`src/rtl/mux_n_skid_pkg.sv`:
```
// Shared defaults and encodings for the mux_n_skid family.
// Holds default geometry, forwarding-select encodings and the skid state type.
package mux_n_skid_pkg;

    localparam int unsigned MUX_WIDTH_DEF = 32;
    localparam int unsigned MUX_N_DEF     = 5;
    localparam int unsigned MUX_SELW_DEF  = 3;

    typedef enum logic [2:0] {
        FWD_RF  = 3'd0,
        FWD_EX  = 3'd1,
        FWD_MEM = 3'd2,
        FWD_WB  = 3'd3,
        FWD_IMM = 3'd4
    } fwd_sel_e;

    // Encoded as {skid_valid, out_valid}
    typedef enum logic [1:0] {
        EMPTY = 2'b00,
        ONE   = 2'b01,
        FULL  = 2'b11
    } skid_state_e;

endpackage

```
`src/rtl/mux_n.sv`:
```
// Combinational N:1 mux; any select >= N falls back to channel N-1.
module mux_n import mux_n_skid_pkg::*; #(
    parameter int unsigned WIDTH = MUX_WIDTH_DEF,
    parameter int unsigned N     = MUX_N_DEF,
    parameter int unsigned SEL_W = MUX_SELW_DEF
) (
    input  logic [N*WIDTH-1:0] In,
    input  logic [SEL_W-1:0]   Op,
    output logic [WIDTH-1:0]   Out
);

    always_comb begin
        Out = In[(N-1)*WIDTH +: WIDTH];
        for (int unsigned k = 0; k < N; k++) begin
            if (Op == SEL_W'(k)) Out = In[k*WIDTH +: WIDTH];
        end
    end

endmodule

```
`src/rtl/mux_n_skid.sv`:
```
// N-input select mux with registered valid/ready output and a 2-entry skid buffer.
// Optional sticky out-of-range select flag enabled by defining MUX_SEL_ERR_EN.
module mux_n_skid import mux_n_skid_pkg::*; #(
    parameter int unsigned WIDTH = MUX_WIDTH_DEF,
    parameter int unsigned N     = MUX_N_DEF,
    parameter int unsigned SEL_W = MUX_SELW_DEF
) (
    input  logic               clk,
    input  logic               reset_n,
    input  logic [N*WIDTH-1:0] In,
    input  logic [SEL_W-1:0]   Op,
    input  logic               in_valid,
    output logic               in_ready,
    input  logic               flush,
    output logic [WIDTH-1:0]   Out,
    output logic               out_valid,
    input  logic               out_ready,
    output logic               sel_err
);

    logic [WIDTH-1:0] sel_data;
    logic [WIDTH-1:0] skid_data;
    logic             skid_valid;
    logic             accept;
    logic             consume;
    skid_state_e      state;

    mux_n #(.WIDTH(WIDTH), .N(N), .SEL_W(SEL_W)) u_mux (
        .In  (In),
        .Op  (Op),
        .Out (sel_data)
    );

    assign accept  = in_valid & in_ready;
    assign consume = out_valid & out_ready;
    assign state   = skid_state_e'({skid_valid, out_valid});

    always_ff @(posedge clk or negedge reset_n) begin
        if (!reset_n) begin
            Out        <= '0;
            out_valid  <= 1'b0;
            skid_data  <= '0;
            skid_valid <= 1'b0;
            in_ready   <= 1'b1;
        end else if (flush) begin
            // Data registers keep their contents; only the valids drop.
            out_valid  <= 1'b0;
            skid_valid <= 1'b0;
            in_ready   <= 1'b1;
        end else begin
            case (state)
                EMPTY: begin
                    if (accept) begin
                        Out       <= sel_data;
                        out_valid <= 1'b1;
                    end
                end
                ONE: begin
                    if (accept && consume) begin
                        Out <= sel_data;
                    end else if (accept) begin
                        skid_data  <= sel_data;
                        skid_valid <= 1'b1;
                        in_ready   <= 1'b0;
                    end else if (consume) begin
                        out_valid <= 1'b0;
                    end
                end
                FULL: begin
                    if (consume) begin
                        Out        <= skid_data;
                        skid_valid <= 1'b0;
                        in_ready   <= 1'b1;
                    end
                end
                default: begin
                    out_valid  <= 1'b0;
                    skid_valid <= 1'b0;
                    in_ready   <= 1'b1;
                end
            endcase
        end
    end

`ifdef MUX_SEL_ERR_EN
    always_ff @(posedge clk or negedge reset_n) begin
        if (!reset_n) begin
            sel_err <= 1'b0;
        end else if (flush) begin
            sel_err <= 1'b0;
        end else if (accept && (32'(Op) >= N)) begin
            sel_err <= 1'b1;
        end
    end
`else
    assign sel_err = 1'b0;
`endif

endmodule

```
`config.mk`:
```
export PLATFORM = sky130hd
export DESIGN_NAME = mux_n_skid
export DESIGN_NICKNAME = d
export VERILOG_FILES = /design/src/rtl/mux_n_skid_pkg.sv /design/src/rtl/mux_n.sv /design/src/rtl/mux_n_skid.sv
export SDC_FILE = /design/constraint.sdc
export NUM_CORES = 1
export LEC_CHECK = 0
export BUFFER_PORTS_ARGS = -buffer_cell sky130_fd_sc_hd__buf_4
export CORE_MARGIN = 2
export CORE_UTILIZATION = 30
export CTS_CLUSTER_DIAMETER = 120
export CTS_CLUSTER_SIZE = 40
export DETAILED_ROUTE_END_ITERATION = 10
export PLACE_DENSITY_LB_ADDON = 0.3
export SETUP_SLACK_MARGIN = 0.05
export SYNTH_ARGS = -nofsm -noshare
export SYNTH_HDL_FRONTEND = slang
export SYNTH_HIERARCHICAL = 1
export SYNTH_SLANG_ARGS = --single-unit
export TNS_END_PERCENT = 1
```
`constraint.sdc`:
```
create_clock -name clk -period 2.5 [get_ports clk]
set_clock_uncertainty 0.15 [all_clocks]
set_input_delay 0.375 -clock clk [delete_from_list [all_inputs] [get_ports clk]]
set_output_delay 0.375 -clock clk [all_outputs]
set_load 0.005 [all_outputs]
```
==> results of run 1 <==
[flip-flops by register name, indices dropped and copies added (netlist names)]
register,count
Out,32
in_ready,1
out_valid,1
skid_data,32
skid_valid,1
[cells by family after synthesis]
family / synth area share
muxes: 0.410
DFF: 0.376
and+or+nand+nor: 0.0406
AOI/OAI and AO/OA: 0.115
buffers and inverters: 0.0580
other: 0.000840
[worst reg2reg max path, cell delays in order (launching register included)]
cell and delay (ns):
dfstp_2 0.57, nand3b_4 0.10, or4b_2 0.64, buf_4 0.27
mux2_4 0.34
[stage by stage]
step / area (µm²) / utilization / power [µW] / hold slack (ns) / worst slack, ns
floorplan: 4470 / - / 2170 / -0.0706 / 0.526
global placement: 6110 / 0.420 / 2710 / 0.334 / 0.360
detailed placement: 6110 / 0.420 / 2760 / 0.340 / 0.318
CTS: 6370 / 0.438 / 3900 / 0.0523 / 0.318
global route: 6370 / 0.438 / 4080 / 0.101 / 0.276
finish: 6370 / 0.438 / 3840 / 0.0183 / 0.320
[Yosys cell counts (all sizes together)]
library cell  count  share of area
mux2             96           0.27
dfrtp            66           0.37
mux2i            64           0.14
nand2            33          0.028
o221ai           32           0.10
buf              24          0.052
clkbuf            5         0.0050
a21oi             2         0.0022
nand3b            2         0.0062
a221oi            1         0.0034
conb              1        0.00084
dfstp             1         0.0059
inv               1        0.00084
nand2b            1         0.0014
nor3b             1         0.0017
o21ai             1         0.0011
o21bai            1         0.0017
o31ai             1         0.0017
or2               1         0.0014
or4b              1         0.0022
[cell type report]
type / count / area (µm²)
timing repair buffer: 215 / 1650
clock buffer: 11 / 233
multi-input combinational: 238 / 2540
inverter: 1 / 3.75
clock inverter: 5 / 30.0
sequential: 67 / 1680
tap: 184 / 230
fill: 1366 / 8160
[power breakdown]
part | internal, µW | switching (µW) | total [µW] | leakage [µW]
Clock | 666 | 454 | 1120 | 0.000125
Combinational | 779 | 398 | 1180 | 0.00219
Sequential | 1380 | 166 | 1550 | 0.000827
Total | 2820 | 1020 | 3840 | 0.00314
[path summary, 6_finish.rpt]
kind | from | to | slack (ns) | cells past startpoint
worst max register to register | in_ready | skid_data[6] | 0.32 | 4
worst min register to register | skid_data[30] | skid_data[30] | 0.36 | 1
max in group asynchronous | reset_n | skid_data[14] | 1.63 | 1
worst max-delay path | in_ready | skid_data[6] | 0.32 | 4
worst min-delay path | reset_n | Out[26] | 0.02 | 1
min in group clk | flush | out_valid | 0.11 | 2
[routing by layer]
layer | part of all wire | track usage | wire length (µm)
met1 | 0.42 | 0.193 | 5210
met3 | 0.062 | 0.0399 | 765
met5 | 0 | 0 | 0
met2 | 0.50 | 0.278 | 6220
met4 | 0.011 | 0.0414 | 131
==> flow_summary.yaml, run 1 <==
status:
  status: "finished, final reports clean"
pwr:
  ir_drop_uv: 282
  leakagePower_uw: 0.00314
  p_per_area_mw_per_mm2: 603
setup_path:
  critical_path_class: "reg2reg"
  crit_path_cell_trace: "nand3b_4 -> or4b_2 -> buf_4 -> mux2_4"
  slowest_delay_ns: 0.63
  crit_arrival_ns: 2.24
  critPathTopFamily: "simple AND/OR/NAND/NOR gates"
  critPathBufInv: 1
  worst_setup_path_start_kind: "register"
  critPathSlowestCell: "or4b_2"
  end_kind: "register"
  critPathMaxFanout: 17
  required_ns: 2.56
global_route:
  grt_use_total: 0.158
  grt_pass1_wl_mm: 20.1
  grt_overflow: 0
  grt_max_degree: 68
  grt_pass1_vias: 3920
  antenna_found_initial: 0
detailed_routing:
  vias: 3496
  drc: 0
  routedWlPerCell_um: 17.1
  final_antenna_net_count: 0
  avgViaCountPerCell: 4.85
  drt-total-wl_mm: 12.3
  dr.pass1.iters: 4
  drtIter0Drc: 65
run:
  maxCapViolCount: 0
synth:
  yosysWarnings: 6
  synth-seq-cells: 67
  synthCells: 335
  syn_avg_cell_area_um2: 13.3
  synth_fp_nets: 503
  ys_types: 27
  synth_seq_area_share: 0.376
  syn_area_mm2: 0.00447
placed_design:
  hpwl_mm: 9.41
  dp_cells: 705
  place.gp.congestion: 0.773
  portBuffers: 201
timing:
  min_period_ns: 2.18
  finalSetupViolations: 0
  max_freq_mhz: 459
  worst_slew_pin_slew_ns: 0.858
  slew_violations: 0
  relSlewSlack: 0.428
  finalCritPeriodShare: 0.872
  final-hold-violation-count: 0
  rsz0062_at_grt: "no"
  fin_setup_tns_ns: 0
clocking:
  insertion_delay_ns: 0.32
  cts_root_buf: "clkbuf_16"
  cts_buffer_depth: 2
  clk_pin_slew_worst_paths_ns: 0.06
  h-tree-depth: 3
  cts_tree: "yes"
  postCtsHoldBufs: 0
  cts-resized-gates: 0
  postCtsSetupRepairBufs: 0
  cts-buffers-inserted: 9
  cts_sinks: 67
die:
  start_util: 0.307
  row_count: 44
  die_w_um: 126
  core_area_mm2: 0.0145
  io_pins: 203
  fp.dieH_um: 126
  die_area_mm2: 0.0159
layout:
  drive_gt1_frac: 0.674
  final_net_count: 700
  final_cell_mix: "buf_4 (212), mux2_2 (67), dfrtp_1 (66), mux2i_1 (64), nand2_1 (32)"
  antenna_cells: 0
  area_delta_synth_final_pct: 42.7
  layout_commonest_cell: "buf_4"
  fin_cells: 721
min_path:
  hold_path_class: "in2async"
Power figures use the tool's default switching activity.
==> run 2: changes to the inputs <==
--- a/config.mk
+++ b/config.mk
@@ -13,6 +13,7 @@
 export DETAILED_ROUTE_END_ITERATION = 10
 export PLACE_DENSITY_LB_ADDON = 0.3
 export SETUP_SLACK_MARGIN = 0.05
+export SKIP_CTS_REPAIR_TIMING = 1
 export SYNTH_ARGS = -nofsm -noshare
 export SYNTH_HDL_FRONTEND = slang
 export SYNTH_HIERARCHICAL = 1
==> constraint.sdc (replaced) <==
create_clock -name clk -period 2.5 [get_ports clk]
set_clock_uncertainty 0.15 [all_clocks]
set_input_delay 0.5 -clock clk [delete_from_list [all_inputs] [get_ports clk]]
set_output_delay 0.5 -clock clk [all_outputs]
set_load 0.005 [all_outputs]
==> run 2 against run 1 <==
Cell area up 0.67%; highest routed layer unchanged; worst hold slack improved by 0.12 ns; sequential share of layout area decreased by 0.17 points; register-to-register slack barely moved; final cell count is 0.28% lower; die area is the same.
==> flow_summary.yaml, run 2 (same netlist as run 1, synthesis figures left out) <==
status:
  status: "finished, final reports clean"
detailed_routing:
  dr.pass1.iters: 4
  avgViaCountPerCell: 4.82
  routedWlPerCell_um: 17.1
  final_antenna_net_count: 0
  drt-total-wl_mm: 12.3
  drc: 0
  drtIter0Drc: 117
  vias: 3462
pwr:
  leakagePower_uw: 0.00316
  p_per_area_mw_per_mm2: 626
  ir_drop_uv: 290
clocking:
  clk_pin_slew_worst_paths_ns: 0.05
  h-tree-depth: 3
  cts_sinks: 67
  cts_buffer_depth: 2
  cts-buffers-inserted: 9
  cts_tree: "yes"
  insertion_delay_ns: 0.32
  cts_root_buf: "clkbuf_16"
layout:
  antenna_cells: 0
  final_net_count: 698
  largestRegisters: "Out x32, skid_data x32"
  area_delta_synth_final_pct: 43.6
  layout_commonest_cell: "buf_4"
  drive_gt1_frac: 0.671
  nFillCells: 1359
  final_cell_mix: "buf_4 (209), mux2_2 (67), dfrtp_1 (66), mux2i_1 (64), nand2_1 (32)"
  finish.utilization: 0.441
die:
  row_count: 44
  fp.dieH_um: 126
  io_pins: 203
  core_area_mm2: 0.0145
  die_area_mm2: 0.0159
  die_w_um: 126
  start_util: 0.307
setup_path:
  timing.rr.end: "skid_data[18]"
  reg2reg_from: "in_ready"
  r2r_slack_ns: 0.32
  end_kind: "register"
  required_ns: 2.55
  crit_arrival_ns: 2.23
  r2r_cells: 4
  critical_path_class: "reg2reg"
  critPathMaxFanout: 33
  worst_setup_path_start_kind: "register"
timing:
  slew_violations: 0
  relSlewSlack: 0.421
  fin_setup_tns_ns: 0
  finalSetupViolations: 0
  worst_slew_pin_slew_ns: 0.869
  rsz0062_at_grt: "no"
  finalCritPeriodShare: 0.872
  hold_ws_ns: 0.141
  final-hold-violation-count: 0
  max_freq_mhz: 459
  min_period_ns: 2.18
global_route:
  grt_use_total: 0.154
  grt_pass1_wl_mm: 19.4
  grt_overflow: 0
  grt_pass1_vias: 3769
  antenna_found_initial: 0
  grt_max_degree: 68
placed_design:
  portBuffers: 201
  hpwl_mm: 9.20
  place.gp.congestion: 0.765
run:
  maxCapViolCount: 0
min_path:
  hold_path_class: "in2async"
## run 2: changes by cell type in the layout (fill, tap and decap cells not counted), sizes merged
cell	previous run	this run
bufinv	0	1
clkinv	3	0
clkbuf	11	15
buf	215	213
clkinvlp	2	0
## run 2: how the worst max path moves through the flow
stage	startpoint	end	slack [ns]	depth (start not counted)
final	in_ready	skid_data[18]	0.32	4
after global placement	in_valid	skid_data[17]	0.30	5
after global routing	in_ready	skid_data[18]	0.29	4
after detailed placement	Op[2]	Out[8]	0.27	6
after CTS	in_ready	skid_data[18]	0.32	4
after floorplan	Op[0]	Out[2]	0.52	6
## run 2: metrics by stage
stage	cells	total power, µW	cell area, µm²	setup slack [ns]
finish	719	4010	6410	0.321
global route	719	4240	6410	0.285
CTS	719	4080	6410	0.319
detailed placement	703	2750	6110	0.272
global placement	703	2710	6110	0.304
floorplan	335	2170	4470	0.516
## run 2: area by class of cell
type / instances / area, µm² / area share
clock buffers: 15 / 278 / 0.0433
clock inverters: 1 / 30.0 / 0.00468
inverters: 1 / 3.75 / 0.000585
multi-input cells: 238 / 2540 / 0.397
flip-flops and latches: 67 / 1680 / 0.262
well taps: 184 / 230 / 0.0359
repair buffers: 213 / 1650 / 0.257
## run 2: power breakdown
| group | internal [µW] | leakage [µW] | switching, µW |
|---|---|---|---|
| registers | 1380 | 0.000827 | 162 |
| clock network | 855 | 0.000150 | 440 |
| logic | 779 | 0.00219 | 397 |
| total | 3010 | 0.00316 | 999 |
## run 2: routing by layer
metal,vias to the layer above,global-route usage,wire length [µm]
li1,1648,-,-
met1,1693,0.184,5040
met2,115,0.273,6320
met3,6,0.0438,781
met4,0,0.0401,114
met5,-,0,0
## run 2: worst max-delay path: stages (launching register included)
cell and delay [ns]:
dfstp_2 0.57, nand3b_4 0.10, or4b_2 0.66, buf_12 0.23, mux2_4 0.33
